`src/rtl/debug_selector.sv`:
```
// -----------------------------------------------------------------------------
// debug_selector
//
// Push-button front end for the 7-segment debug display. Two active-low keys
// step a 3-bit mode index forwards/backwards (with hold-to-repeat). The mode is
// translated to a one-hot select code for the display multiplexer. A non-zero
// DIP-switch word replaces the key-selected code.
//
// Ports
//   CLK      in   1  system clock (only clock)
//   RESET    in   1  synchronous, active-high reset
//   KEY_UP   in   1  asynchronous, active-low: step mode forward
//   KEY_DOWN in   1  asynchronous, active-low: step mode backward
//   DSW      in   8  DIP-switch override (non-zero wins)
//   SEL      out  8  registered select code for the display mux
//   MODE     out  3  current key-selected mode index
//   CHANGE   out  1  one-cycle pulse in the cycle MODE takes a new value
// -----------------------------------------------------------------------------

// Per-key synchronizer, debouncer, press detector and auto-repeat generator.
//   clk_i    in   1  clock
//   rst_i    in   1  synchronous, active-high reset
//   key_ni   in   1  raw active-low key
//   event_o  out  1  one-cycle step request (press or repeat)
module debug_selector_key #(
    parameter int unsigned DEBOUNCE_CYCLES = 1_000_000,
    parameter int unsigned REPEAT_CYCLES   = 25_000_000
) (
    input  logic clk_i,
    input  logic rst_i,
    input  logic key_ni,
    output logic event_o
);
    localparam int unsigned DW = (DEBOUNCE_CYCLES > 1) ? $clog2(DEBOUNCE_CYCLES) : 1;
    localparam int unsigned HW = (REPEAT_CYCLES > 0) ? $clog2(REPEAT_CYCLES + 1) : 1;
    localparam logic [DW-1:0] DEB_LAST = DW'(DEBOUNCE_CYCLES - 1);
    localparam logic [HW-1:0] REP_MAX  = HW'(REPEAT_CYCLES);
    localparam bit            REP_EN   = (REPEAT_CYCLES > 0);

    logic          sync1_q, sync2_q;
    logic          stable_q, stable_d;
    logic          stable_prev_q;
    logic [DW-1:0] deb_cnt_q, deb_cnt_d;
    logic [HW-1:0] hold_q, hold_d;
    logic          press, rep;

    always_comb begin
        stable_d  = stable_q;
        deb_cnt_d = deb_cnt_q;
        if (sync2_q == stable_q) begin
            deb_cnt_d = '0;
        end else if (deb_cnt_q == DEB_LAST) begin
            stable_d  = sync2_q;
            deb_cnt_d = '0;
        end else begin
            deb_cnt_d = deb_cnt_q + DW'(1);
        end
    end

    // Only the released-to-pressed transition is an event.
    assign press = stable_prev_q & ~stable_q;

    // The hold counter is 0 in the press cycle and reaches REP_MAX exactly
    // REPEAT_CYCLES cycles later; reloading with 1 keeps the same spacing.
    always_comb begin
        hold_d = '0;
        rep    = 1'b0;
        if (REP_EN && !stable_q) begin
            if (hold_q == REP_MAX) begin
                rep    = 1'b1;
                hold_d = HW'(1);
            end else begin
                hold_d = hold_q + HW'(1);
            end
        end
    end

    assign event_o = press | rep;

    always_ff @(posedge clk_i) begin
        if (rst_i) begin
            sync1_q       <= 1'b1;
            sync2_q       <= 1'b1;
            stable_q      <= 1'b1;
            stable_prev_q <= 1'b1;
            deb_cnt_q     <= '0;
            hold_q        <= '0;
        end else begin
            sync1_q       <= key_ni;
            sync2_q       <= sync1_q;
            stable_q      <= stable_d;
            stable_prev_q <= stable_q;
            deb_cnt_q     <= deb_cnt_d;
            hold_q        <= hold_d;
        end
    end
endmodule

module debug_selector #(
    parameter int unsigned DEBOUNCE_CYCLES = 1_000_000,
    parameter int unsigned REPEAT_CYCLES   = 25_000_000
) (
    input  logic       CLK,
    input  logic       RESET,
    input  logic       KEY_UP,
    input  logic       KEY_DOWN,
    input  logic [7:0] DSW,
    output logic [7:0] SEL,
    output logic [2:0] MODE,
    output logic       CHANGE
);
    logic       up_ev, dn_ev;
    logic [2:0] mode_q, mode_d;
    logic [7:0] sel_q, sel_d;
    logic       change_q, change_d;

    function automatic logic [7:0] mode_code(input logic [2:0] m);
        logic [7:0] c;
        case (m)
            3'd0:    c = 8'h00;
            3'd1:    c = 8'h01;
            3'd2:    c = 8'h02;
            3'd3:    c = 8'h04;
            3'd4:    c = 8'h10;
            3'd5:    c = 8'h20;
            3'd6:    c = 8'h40;
            default: c = 8'h80;
        endcase
        return c;
    endfunction

    debug_selector_key #(
        .DEBOUNCE_CYCLES(DEBOUNCE_CYCLES),
        .REPEAT_CYCLES  (REPEAT_CYCLES)
    ) u_key_up (
        .clk_i  (CLK),
        .rst_i  (RESET),
        .key_ni (KEY_UP),
        .event_o(up_ev)
    );

    debug_selector_key #(
        .DEBOUNCE_CYCLES(DEBOUNCE_CYCLES),
        .REPEAT_CYCLES  (REPEAT_CYCLES)
    ) u_key_down (
        .clk_i  (CLK),
        .rst_i  (RESET),
        .key_ni (KEY_DOWN),
        .event_o(dn_ev)
    );

    always_comb begin
        mode_d = mode_q;
        case ({up_ev, dn_ev})
            2'b10:   mode_d = mode_q + 3'd1;
            2'b01:   mode_d = mode_q - 3'd1;
            2'b11:   mode_d = 3'd0;
            default: mode_d = mode_q;
        endcase
        change_d = (mode_d != mode_q);
        // Table code is taken from the next mode so SEL moves with MODE.
        sel_d = (DSW != 8'h00) ? DSW : mode_code(mode_d);
    end

    always_ff @(posedge CLK) begin
        if (RESET) begin
            mode_q   <= 3'd0;
            sel_q    <= 8'h00;
            change_q <= 1'b0;
        end else begin
            mode_q   <= mode_d;
            sel_q    <= sel_d;
            change_q <= change_d;
        end
    end

    assign MODE   = mode_q;
    assign SEL    = sel_q;
    assign CHANGE = change_q;
endmodule

```
`config.mk`:
```
export PLATFORM = sky130hd
export DESIGN_NAME = debug_selector
export DESIGN_NICKNAME = d
export VERILOG_FILES = /design/src/rtl/debug_selector.sv
export SDC_FILE = /design/constraint.sdc
export NUM_CORES = 1
export LEC_CHECK = 0
export BUFFER_PORTS_ARGS = -buffer_cell sky130_fd_sc_hd__buf_2
export CAP_MARGIN = 20
export CORE_UTILIZATION = 45
export DETAILED_ROUTE_END_ITERATION = 8
export PLACE_DENSITY = 0.63
export SLEW_MARGIN = 20
export SYNTH_ARGS = -nofsm -noshare
export SYNTH_HDL_FRONTEND = slang
export SYNTH_HIERARCHICAL = 1
export SYNTH_SLANG_ARGS = --single-unit
```
`constraint.sdc`:
```
create_clock -name CLK -period 3.46 [get_ports CLK]
set_input_delay 1.038 -clock CLK [delete_from_list [all_inputs] [get_ports CLK]]
set_output_delay 1.038 -clock CLK [all_outputs]
set_load 0.01 [all_outputs]
```
==> out/qor.yml <==
clocking:
  clockRootBuffer: "sky130_fd_sc_hd__clkbuf_16"
  clock_latency_of_the_later_clocked_register_in_the_worst_skew_pair_ns: 0.34
  tritoncts.num_buffers: 9
  tritoncts: "built"
  cts.reportedPaths.clkPinSlew_ns: 0.07
  cts_resized: 0
  cts_hold_buffers: 0
  clock_path_buffers: 2
  post-cts-setup-buffers: 0
  h-tree-depth: 3
  numClockSinks: 110
die:
  die-width_um: 108
  initial_cell_density_of_the_core: 0.466
  coreArea_um2: 10900
  top_level_ports: 24
  floorplan.rows: 38
  fp.dieArea_um2: 11800
  floorplan.die.height_um: 108
worst_setup_path:
  worstPathMaxFanout: 6
  crit-reg2reg-launch: "u_key_up/hold_q[12]"
  setup.worst_path.end_class: "register"
  startpoint: "u_key_up/hold_q[12]"
  worst-endpoint-required_ns: 3.71
  path_class: "reg2reg"
  arrival_ns: 3.29
  cp_launch_type: "register"
global_route:
  grt.overflow.total: 0
  grt_first_pass_wirelength_um: 17300
  antenna_found_initial: 0
  first_global_vias: 3947
  globalRouteTotalUtil: 0.182
  grt_start_max_net_pins: 31
place:
  dp_hpwl_um: 7030
  globalplace.congestion: 0.780
  dp_worst_setup_slack_ns: 0.440
  portBuffers: 23
finish:
  num-nets-final: 616
  multi_input_comb_area_um2: 2720
  final_cell_mix: "110 x sky130_fd_sc_hd__dfxtp_1, 61 x sky130_fd_sc_hd__nor2_1, 40 x sky130_fd_sc_hd__a21oi_1"
  filler_instances: 1017
  mostFrequentLayoutCell: "sky130_fd_sc_hd__dfxtp_1"
  area_growth_pct: 10.9
  final_layout_size_suffix_gt1_frac: 0.103
  antennaDiodeCount: 0
  fin_util: 0.517
  area.sequential_um2: 2200
logic_synthesis:
  count_of_different_cell_masters_after_synthesis: 42
  yosys_register_bits: 110
  synth_enable_flop_cells: 0
  synth_seq_area_share: 0.432
  post_synth_instance_area_um2: 5100
  synth_warnings: 6
  synth_top_cell_by_area: "sky130_fd_sc_hd__dfxtp_1"
  netlist_instances: 578
  dominantRegCellSynth: "sky130_fd_sc_hd__dfxtp_1"
  synthArstFlopShare: 0
  post_synth.cell_area_avg_um2: 8.82
  yosysTopAreaCellShare: 0.432
  synth_top_cells_by_area: "sky130_fd_sc_hd__dfxtp_1 43%, sky130_fd_sc_hd__xnor2_1 4.8%, sky130_fd_sc_hd__nor2_1 4.5%"
  synthesis.nets: 599
power_and_ir_drop:
  power_density_nw_per_um2: 434
  power.leakage_nw: 1.73
  design_power_total_w: 0.00245
  ir_drop_mv: 0.367
sta:
  fin_setup_tns_ns: 0
  worst_slew_pin_slew_ns: 0.854
  post-route-period-util: 0.876
  timing.max_slew.rel_slack: 0.427
  final-hold-violation-count: 0
  rsz0062_at_grt: "false"
  report.final.setup_viol: 0
  final_period_minus_worst_setup_slack_ns: 3.03
  finalWorstSetupSlack_ns: 0.428
  fin_skew_ns: 0.00657
  report.final.slew_viol_count: 0
  timing.fmax_mhz: 330
routing:
  total_number_of_vias: 4143
  viasPerCell: 5.60
  drt_pre_antenna_iters: 5
  dr.first_iter.drc_count: 242
  wl_per_cell_um: 13.4
  drt_drc_violations_left: 0
  postRouteAntennaNets: 0
  routed_wl_um: 9940
status:
  status: "finished, final reports clean"
worst_hold_path:
  worstHoldStart: "u_key_up/sync1_q"
  hold_path.class: "reg2reg"
run:
  cap_viol_max_count: 0
[where the power goes]
part	total (W)	internal (W)	switching [W]
logic	0.0000362	0.0000162	0.0000200
clock network	0.00114	0.000682	0.000459
registers	0.00128	0.00127	0.00000284
total	0.00245	0.00197	0.000482
[metal layers]
layer  track usage  vias to the layer above  part of all wire
met4        0.0579                        0            0.0098
met2         0.313                       45              0.50
li1              -                     2130                 -
met3        0.0476                        8             0.028
met5             0                        -                 0
met1         0.220                     1960              0.46
[worst paths after layout]
path                      endpoint  slack [ns]  cells past startpoint
setup / recovery            SEL[1]        0.43                     11
hold / removal    u_key_up/sync2_q        0.42                      1
setup reg to reg            SEL[1]        0.43                     11
hold reg to reg   u_key_up/sync2_q        0.42                      1
[worst max-delay path, cell delays in order, from the launching register on]
cell                      delay, ns
sky130_fd_sc_hd__dfxtp_1       0.42
sky130_fd_sc_hd__and4_1        0.36
sky130_fd_sc_hd__nand4_1       0.15
sky130_fd_sc_hd__or2_2         0.32
sky130_fd_sc_hd__a21oi_1       0.15
sky130_fd_sc_hd__inv_1         0.07
sky130_fd_sc_hd__ha_1          0.23
sky130_fd_sc_hd__fa_1          0.38
sky130_fd_sc_hd__xor2_1        0.19
sky130_fd_sc_hd__mux2i_1       0.25
sky130_fd_sc_hd__o21ai_0       0.16
sky130_fd_sc_hd__o31ai_1       0.25
[per-stage QoR]
stage          hold WS (ns)  instances  area [µm²]
3_5_place_dp          0.401        724        5320
5_1_grt               0.441        740        5660
6_report              0.415        740        5660
2_1_floorplan         0.389        578        5100
3_3_place_gp          0.394        724        5320
4_1_cts               0.418        740        5660
[cell usage after synthesis, drive strengths merged (4+ instances only)]
library cell  number
a21oi             40
and3              10
and4              14
buf                4
clkbuf            16
dfxtp            110
ha                 8
inv               21
nand2             31
nand2b             7
nand3             29
nand4             30
nor2              62
nor3               9
nor4              12
nor4b              6
o21ai             34
o31ai             15
or2                6
or3               25
or4               14
or4b               8
xnor2             28
xor2              23
[sequential cells by signal, indices dropped and copies added (netlist names)]
signal                    count
u_key_up/sync2_q              1
u_key_up/deb_cnt_q           20
u_key_down/stable_q           1
u_key_down/deb_cnt_q         20
MODE                          3
u_key_down/sync1_q            1
u_key_down/sync2_q            1
u_key_up/hold_q              25
SEL                           8
u_key_up/stable_q             1
u_key_up/sync1_q              1
u_key_up/stable_prev_q        1
u_key_down/hold_q            25
CHANGE                        1
u_key_down/stable_prev_q      1
[logic make-up after synthesis]
logic type,synth area share
AND/OR/NAND/NOR,0.309
flip-flops,0.432
AO/OA/AOI/OAI,0.110
XOR/XNOR,0.0876
buffers and inverters,0.0341
adder cells (fa/ha/maj),0.0236
multiplexers,0.00393
[layout make-up]
type	count	area share
tap	140	0.0310
inverter	21	0.0139
multi-input combinational	427	0.481
clock buffer	11	0.0447
timing repair buffer	26	0.0243
sequential	110	0.389
clock inverter	5	0.0155
Power figures use the tool's default switching activity.
